File: config.mk
export PLATFORM = sky130hd
export DESIGN_NAME = vga_scan_ctrl
export DESIGN_NICKNAME = d
export VERILOG_FILES = /design/src/rtl/vga_scan_ctrl.sv
export SDC_FILE = /design/constraint.sdc
export NUM_CORES = 1
export LEC_CHECK = 0
export ABC_AREA = 1
export CORE_ASPECT_RATIO = 1.4
export CORE_UTILIZATION = 45
export DETAILED_ROUTE_END_ITERATION = 16
export PLACE_DENSITY = 0.71
export SLEW_MARGIN = 20
export SYNTH_ARGS = -nofsm -noshare
export SYNTH_HDL_FRONTEND = slang
export SYNTH_SLANG_ARGS = --single-unit
File: constraint.sdc
create_clock -name sys_clk -period 2.5 [get_ports sys_clk]
set_input_delay 0.375 -clock sys_clk [delete_from_list [all_inputs] [get_ports sys_clk]]
set_output_delay 0.375 -clock sys_clk [all_outputs]
set_load 0.005 [all_outputs]
File: src/rtl/vga_scan_ctrl.sv
// VGA scan controller: pixel-rate enable, raster counters, one-pixel-ahead
// pixel request and a two-stage registered sync/de/rgb output pipeline.
// Start and stop are frame-aligned and follow the level of 'enable'.
module vga_scan_ctrl #(
   parameter int CLK_DIV  = 2,
   parameter int H_ACTIVE = 640,
   parameter int H_FP     = 16,
   parameter int H_SYNC   = 96,
   parameter int H_BP     = 48,
   parameter int V_ACTIVE = 480,
   parameter int V_FP     = 10,
   parameter int V_SYNC   = 2,
   parameter int V_BP     = 33,
   parameter int SYNC_POL = 0
) (
   input  logic        sys_clk,
   input  logic        sys_rst_n,
   input  logic        enable,
   input  logic [15:0] pix_rgb,
   output logic        pix_ce,
   output logic        pix_req,
   output logic [11:0] req_x,
   output logic [11:0] req_y,
   output logic        frame_start,
   output logic        busy,
   output logic        vga_hs,
   output logic        vga_vs,
   output logic        vga_de,
   output logic [15:0] vga_rgb
);

   localparam int H_TOTAL = H_ACTIVE + H_FP + H_SYNC + H_BP;
   localparam int V_TOTAL = V_ACTIVE + V_FP + V_SYNC + V_BP;

   localparam logic [11:0] CE_LAST = 12'(CLK_DIV - 1);
   localparam logic [11:0] H_LAST  = 12'(H_TOTAL - 1);
   localparam logic [11:0] V_LAST  = 12'(V_TOTAL - 1);
   localparam logic [11:0] H_ACT   = 12'(H_ACTIVE);
   localparam logic [11:0] HS_BEG  = 12'(H_ACTIVE + H_FP);
   localparam logic [11:0] HS_END  = 12'(H_ACTIVE + H_FP + H_SYNC);
   localparam logic [11:0] V_ACT   = 12'(V_ACTIVE);
   localparam logic [11:0] VS_BEG  = 12'(V_ACTIVE + V_FP);
   localparam logic [11:0] VS_END  = 12'(V_ACTIVE + V_FP + V_SYNC);

   localparam logic SYNC_ACT  = (SYNC_POL != 0);
   localparam logic SYNC_IDLE = ~SYNC_ACT;

   typedef enum logic [1:0] {
      IDLE      = 2'd0,
      RUN       = 2'd1,
      STOP_PEND = 2'd2
   } state_t;

   state_t      state;
   state_t      state_nxt;
   logic [11:0] cnt;
   logic [11:0] h;
   logic [11:0] v;
   logic        act;
   logic        hs_raw;
   logic        vs_raw;
   logic        frame_end;
   logic        stop_now;
   logic        s1_act;
   logic        s1_hs;
   logic        s1_vs;

   // Raster decode, pixel enable and request outputs from the current counters
   always_comb begin
      act         = (h < H_ACT) && (v < V_ACT);
      hs_raw      = (h >= HS_BEG) && (h < HS_END);
      vs_raw      = (v >= VS_BEG) && (v < VS_END);
      busy        = (state != IDLE);
      pix_ce      = busy && (cnt == CE_LAST);
      pix_req     = pix_ce && act;
      req_x       = h;
      req_y       = v;
      frame_start = pix_ce && (h == '0) && (v == '0);
      frame_end   = pix_ce && (h == H_LAST) && (v == V_LAST);
   end

   // Next-state logic; a re-raised enable in STOP_PEND wins over the frame-end exit
   always_comb begin
      state_nxt = state;
      stop_now  = 1'b0;
      case (state)
         IDLE:      if (enable) state_nxt = RUN;
         RUN:       if (!enable) state_nxt = STOP_PEND;
         STOP_PEND: begin
            if (enable) begin
               state_nxt = RUN;
            end else if (frame_end) begin
               state_nxt = IDLE;
               stop_now  = 1'b1;
            end
         end
         default:   state_nxt = IDLE;
      endcase
   end

   // State register
   always_ff @(posedge sys_clk) begin
      if (!sys_rst_n) state <= IDLE;
      else            state <= state_nxt;
   end

   // Clock divider and raster counters; held at zero while idle
   always_ff @(posedge sys_clk) begin
      if (!sys_rst_n || state == IDLE || stop_now) begin
         cnt <= '0;
         h   <= '0;
         v   <= '0;
      end else begin
         cnt <= (cnt == CE_LAST) ? '0 : cnt + 12'd1;
         if (pix_ce) begin
            if (h == H_LAST) begin
               h <= '0;
               v <= (v == V_LAST) ? '0 : v + 12'd1;
            end else begin
               h <= h + 12'd1;
            end
         end
      end
   end

   // Two-stage output pipeline advanced on pix_ce; pix_rgb joins at the second stage
   always_ff @(posedge sys_clk) begin
      if (!sys_rst_n || stop_now) begin
         s1_act  <= 1'b0;
         s1_hs   <= 1'b0;
         s1_vs   <= 1'b0;
         vga_de  <= 1'b0;
         vga_hs  <= SYNC_IDLE;
         vga_vs  <= SYNC_IDLE;
         vga_rgb <= '0;
      end else if (pix_ce) begin
         s1_act  <= act;
         s1_hs   <= hs_raw;
         s1_vs   <= vs_raw;
         vga_de  <= s1_act;
         vga_hs  <= s1_hs ? SYNC_ACT : SYNC_IDLE;
         vga_vs  <= s1_vs ? SYNC_ACT : SYNC_IDLE;
         vga_rgb <= s1_act ? pix_rgb : '0;
      end
   end

endmodule

* Yosys cells after proc, flatten, opt, wreduce, memory -nomap -nowiden
Cells that the tools add are included.
** Word-level totals
- Output and inout port bits :: 47
- Bits of input ports :: 19
- Register bits :: 60
- Logic and storage cells :: 61
** Operators by class
- Add/sub/neg operators :: 3
- Equality and inequality tests :: 8
- Mux-type cells :: 13
- Reductions and logical operators :: 20
- $lt $le $gt $ge :: 6
** Operator list (number)
- adder 12 x 1 -> 12 bit (second input constant) :: 3
- equality test 12 x 10 -> 1 bit (second input constant) :: 2
- logical NOT 12 bit :: 2
- < comparator 12 x 10 -> 1 bit (second input constant) :: 2
- < comparator 12 x 9 -> 1 bit (second input constant) :: 2
- 2-to-1 mux 12 bit :: 2
- 2-to-1 mux 16 bit :: 1
- equality test 12 x 1 -> 1 bit (second input constant) :: 1
- greater-or-equal comparator 12 x 10 -> 1 bit (second input constant) :: 1
- greater-or-equal comparator 12 x 9 -> 1 bit (second input constant) :: 1
- logical AND 1 bit :: 9
- 2-to-1 mux 2 bit :: 4
- case mux 2 bit (3 select lines) :: 1
- 2-to-1 mux 1 bit :: 5
- != test 2 bit (second input constant) :: 2
- logical OR 1 bit :: 3
- != test 3 bit (second input constant) :: 1
- AND reduction 3 bit :: 1
- equality test 2 x 1 -> 1 bit (second input constant) :: 1
- equality test 2 bit (second input constant) :: 1
- logical NOT 2 bit :: 1
- AND reduction 2 bit :: 1
- nonzero test 2 bit :: 1
- OR reduction 2 bit :: 1
- logical NOT 1 bit :: 1

* Longest topological paths before layout
- Depth in word-level cells :: 9
- Depth in mapped cells :: 11
- Mapped depth without buffers :: 11

* Least setup slack after synthesis
No wires, ideal clock.
- Path kind :: reg2reg
- Start point :: register h[0], in the netlist req_x[0]
- End point :: register v[11], in the netlist req_y[11]
- Path buffers :: 0
- Library setup time :: 0.114 ns
- Slack :: 0.881 ns
- Data required time :: 2.386 ns
- Data arrival time :: 1.505 ns
- Clock period less this slack :: 1.619 ns
- Stages on the path, launching flop included :: 11
- Path through :: dfxtp_1 -> ha_1 -> inv_1 -> nor2_2 -> inv_2 -> nor2_2 -> nand2_2 -> nor2_4 -> nor2_1 -> nor2_1 -> nor2_1
** Between the ends
- Word-level cells in the longest chain between the ends :: 7
- Elaborated cells on any way between the ends :: 8
- Those cells by class :: eq/ne: 1; mux: 3; reduce/logical: 4
** Ends and longest elaborated chain
- start: declaration :: RTL line 57 : logic [11:0] h;
- start signal: assignment :: RTL line 120 : h <= h + 12'd1;
- equality test 12 x 10 -> 1 bit (*) :: RTL line 79, 116
- logical AND 1 bit (2 in series) :: RTL line 79 : frame_end = pix_ce && (h == H_LAST) && (v == V_LAST);
- 2-to-1 mux 1 bit :: RTL line 92 : end else if (frame_end) begin
- 2-to-1 mux 1 bit :: RTL line 90 : if (enable) begin
- 2-to-1 mux 1 bit :: RTL line 86 : case (state)
- logical OR 1 bit :: RTL line 109 : if (!sys_rst_n || state == IDLE || stop_now) begin
- end signal: assignment :: RTL line 118 : v <= (v == V_LAST) ? '0 : v + 12'd1;
- end: declaration :: RTL line 58 : logic [11:0] v;
Mark *: on every way between the ends. The rest lies on a longest branch, timed or not.
A chain may end at the register's enable or synchronous reset.

* Worst setup path in the final report
- Start point :: register cnt[1]
- End point :: output port pix_ce
** Between the ends
- Word-level cells in the longest chain between the ends :: 2
** Ends and longest elaborated chain
- start: declaration :: RTL line 56 : logic [11:0] cnt;
- start signal: assignment :: RTL line 114 : cnt <= (cnt == CE_LAST) ? '0 : cnt + 12'd1;
- equality test 12 x 1 -> 1 bit :: RTL line 74 : pix_ce = busy && (cnt == CE_LAST);
- logical AND 1 bit :: RTL line 74
- end: declaration :: RTL line 20 : output logic pix_ce,
No other way between the ends.

==> out/results.env <==
OUTCOME='completed'
CTS.SINKS=60
SYNTH.CELL_AREA_UM2=3455
DRTPASS1ITERATIONS=4
ROOT_BUFFER='clkbuf_8'
MINIMUM_CLOCK_PERIOD_NS=2.345
MAPPEDNETLISTNETS=543
SWITCHINGPOWER_mW=0.4770
WORST_REG2REG_PATH_DEPTH=12
CLOCKBUFFERDEPTH=2
CLK-INSERTION-DELAY-LATE_NS=0.35
HTREE_NUM_LEVELS=3
HPWLAFTERDP_UM=5691
PLACED_AREA_UM2=4151
DRT_ITER0_DRC=185
SEQUENTIALPOWERSHARE_PCT=49.6
COMPLEX_GATE_FRACTION_OF_THE_SYNTHESIZED_AREA_PCT=5.940
P_LEAK_nW=1.712
CTS_TREE='yes'
CRIT_PATH_END_KIND='output pin'
XOR_XNOR_CELL_AREA_SHARE_OF_THE_YOSYS_NETLIST_PCT=6.085
TIMING.HOLD.WORST_ENDPOINT='cnt[0]'
TIMING.REG2REG.SETUP_SLACK_NS=0.59
NUM_VIAS=3306
MUXSHAREOFSYNTHAREA_PCT=0
POWER_REPORT.INTERNAL_TOTAL_mW=1.472
IR_DROP_V=0.0002535
TOTAL_OVERFLOW_REPORTED_BY_THE_GLOBAL_ROUTER=0
IOPINCOUNT=66
SYN_INST=518
FINAL_MIN_PERIOD_OVER_CLOCK_PERIOD_PCT=93.82
GLOBAL_ROUTE.PEAK_USAGE_LAYER='met2'
FINAL.SETUP_SKEW_NS=0.008176
HP-START='cnt[0]'
GRTUSAGEMET1_PCT=22.89
SYNTH_SEQ_AREA_SHARE_PCT=34.77
SYNTHADDERAREAFRAC_PCT=2.173
P_R_AREA_GROWTH_VS_SYN_PCT=26.69
HOLD_PATH_CLASS='reg2reg'
ANT_NETS=0
GRT.MET2_USAGE_PCT=37.08
CTS.HOLD.BUFFERS_ADDED=0
GRT_SETUP_UNREPAIRED='no'
POSTSYNTHAREAPERCELL_UM2=6.669
CRITPATHKIND='reg2out'
WORST_EP_ARRIVAL_TIME_NS=1.97
PORT_BUFFERS=65
MAX_SLEW_MARGIN_PCT=59.73
WIRE_PER_INST_UM=11.32
REGTOREGENDPOINT='req_y[4]'
INITIAL_CORE_UTIL_PCT=46.64
FP.DIEAREA_UM2=8036
GRT.TOTAL_USAGE_PCT=20.74
DIE_X_UM=76.05
CRIT_PATH_START_KIND='flop'
SYNTH_WARNINGS=0
FP.DIEH_UM=105.7
VIASPERCELL=4.812
POWER_PER_CELL_AREA_nW_PER_UM2=445.3
WORST_SETUP_HOLD_PATH_CLK_SLEW_NS=0.07
CTS-BUFFERS-INSERTED=9
POSTROUTEWIRELENGTH_UM=7777
GRT_USE_MET3_PCT=3.550
TIMING.FINAL.SETUP_VIOLATIONS=0
NETS=610
POWER.COMBINATIONAL.FRACTION_PCT=5.1
DESIGN_AREA_UM2=4377
LEAST_MARGIN_PIN_SLEW_NS=0.6033
CLOCK.FMAX_GHz=0.4264
CRIT_PATH_START='cnt[1]'
REMAINING_DRC_ERRORS=0
NUMBER_OF_ANTENNA_VIOLATIONS_AT_THE_FIRST_CHECK_IN_GLOBAL_ROUTING=0
SYNTH-SEQ-CELLS=60
FINALMAXSLEWVIOLATIONS=0
CRITICAL_PATH_PEAK_FANOUT=10
DP_CELLS=671
PWR-SHARE-CLK_PCT=45.2
ANTENNADIODECOUNT=0
DOMINANT_COMBINATIONAL_CELL_FAMILY_BY_AREA_AFTER_SYNTHESIS='simple AND/OR/NAND/NOR gates'
FINAL_CORE_UTIL_PCT=59.09
VIAS_IN_THE_FIRST_GLOBAL_ROUTE=3070
CORE-AREA_UM2=7407
TIMING.HOLD.WORST_PATH_DEPTH=1
R2R-START='req_x[0]'
SYNTHSIMPLEGATEAREAFRAC_PCT=39.62
POST_SYNTHESIS_CELL_TYPE_COUNT=32
WORST-ENDPOINT-REQUIRED_NS=2.12
POST_LAYOUT_NONFILLER_INSTANCES=687
LARGEST_NET_DEGREE_AT_THE_START_OF_GLOBAL_ROUTING=53
MAXCAP_VIOL_COUNT=0
GRT_FIRST_PASS_WIRELENGTH_UM=13300
FLOORPLAN.ROWS=37
FINAL_LAYOUT_SIZE_SUFFIX_GT1_SHARE_PCT=11.86
SWITCHING_POWER_AS_A_SHARE_OF_TOTAL_POWER_PCT=24.48
FINALHOLDVIOLCOUNT=0
GPL.FINAL_WEIGHTED_CONGESTION=0.9277
-- cell usage after synthesis --
library cell | count | area [um2]
a21boi_0 | 2 | 15.01
a21oi_1 | 10 | 50.05
a31oi_1 | 2 | 12.51
buf_2 | 3 | 15.01
buf_4 | 1 | 7.510
buf_6 | 7 | 78.83
clkbuf_1 | 3 | 11.26
dfxtp_1 | 60 | 1201
ha_1 | 6 | 75.07
inv_1 | 65 | 244.0
inv_2 | 10 | 37.54
nand2_1 | 125 | 469.2
nand2_2 | 7 | 43.79
nand2_4 | 1 | 11.26
nand3_1 | 25 | 125.1
nand3_2 | 2 | 20.02
nand3_4 | 1 | 17.52
nand4_1 | 9 | 56.30
nand4_4 | 1 | 21.27
nor2_1 | 95 | 356.6
nor2_2 | 15 | 93.84
nor2_4 | 3 | 33.78
nor2_8 | 2 | 40.04
nor3_1 | 10 | 50.05
nor3_2 | 1 | 10.01
nor3b_1 | 1 | 7.510
nor4_1 | 2 | 12.51
o211ai_1 | 1 | 7.510
o21ai_0 | 15 | 75.07
o21ai_1 | 9 | 45.04
xnor2_1 | 3 | 26.28
xor2_1 | 21 | 183.9
-- sequential cells by signal, indices dropped and copies added (netlist names), 2 cells and up --
signal,cells
state,2
cnt,12
vga_rgb,16
req_y,12
req_x,12
-- worst max-delay path, stage by stage, from the launching register on --
cell,delay [ns]
dfxtp_1,0.33
inv_1,0.06
ha_2,0.17
nand2_2,0.06
nor2_4,0.14
nand3_4,0.12
nor2_8,0.19
clkdlybuf4s50_1,0.54
-- routing by layer --
metal / vias to the layer above / share of wire [%]
met5: - / 0
met4: 0 / 2.9
met3: 18 / 4.1
met2: 73 / 50
met1: 1484 / 43
li1: 1731 / -
-- final cells by class --
class | instances | area, um2
Timing Repair Buffer | 70 | 693.2
Inverter | 75 | 281.5
Clock buffer | 9 | 123.9
Clock inverter | 7 | 77.57
Fill cell | 746 | 3030
Multi-Input combinational cell | 369 | 1876
Tap cell | 97 | 121.4
Sequential cell | 60 | 1204
-- through the flow --
stage,hold WS [ns],setup slack (ns),TNS [ns],power [mW]
after floorplan,0.4334,0.8815,0,1.049
after global placement,0.4479,0.3687,0,1.089
after detailed placement,0.4642,0.2791,0,1.090
after CTS,0.4803,-0.02325,-0.02325,1.977
after global routing,0.4815,0.04095,0,2.027
final,0.4386,0.1546,0,1.949
-- worst max path at each step --
stage / endpoint
after global routing: pix_ce
after global placement: pix_req
after detailed placement: pix_req
final: pix_ce
after CTS: pix_req
after floorplan: req_y[11]
-- logic make-up after synthesis --
kind of cell	Yosys count
flip-flops	60
AND/OR/NAND/NOR	300
XOR/XNOR	24
AO/OA/AOI/OAI	39
buffers and inverters	89
adder cells (fa/ha/maj)	6
-- cells in the final DEF (no fill, tap or decap), drive strengths merged --
| master | count |
|---|---|
| nand2 | 133 |
| nor2 | 115 |
| inv | 75 |
| clkdlybuf4s50 | 63 |
| dfxtp | 60 |
| nand3 | 28 |
| o21ai | 24 |
| xor2 | 21 |
| nor3 | 11 |
| a21oi | 10 |
| nand4 | 10 |
| clkbuf | 9 |
| ha | 6 |
| buf | 5 |
| clkinv | 5 |
| xnor2 | 3 |
| a21boi | 2 |
| a31oi | 2 |
| dlymetal6s2s | 2 |
| nor4 | 2 |
| nor3b | 1 |
| o211ai | 1 |
| bufinv | 1 |
| clkinvlp | 1 |
-- power by group through the flow --
stage                     Sequential, mW  Combinational (mW)  Clock (mW)
after floorplan                    0.987              0.0624           0
final                              0.967              0.0998       0.882
after global placement             0.989               0.100           0
after CTS                          0.967               0.102       0.909
after detailed placement           0.989               0.101           0
after global routing               0.968               0.112       0.947
-- timing repair --
| item | CTS | global route |
|---|---|---|
| setup buffers | 0 | 0 |
| pin swaps | 0 | 3 |
| endpoints found under the setup margin | 2 | 3 |
| resized for setup | 2 | 6 |
No activity file was read; power rests on OpenSTA's default activity.
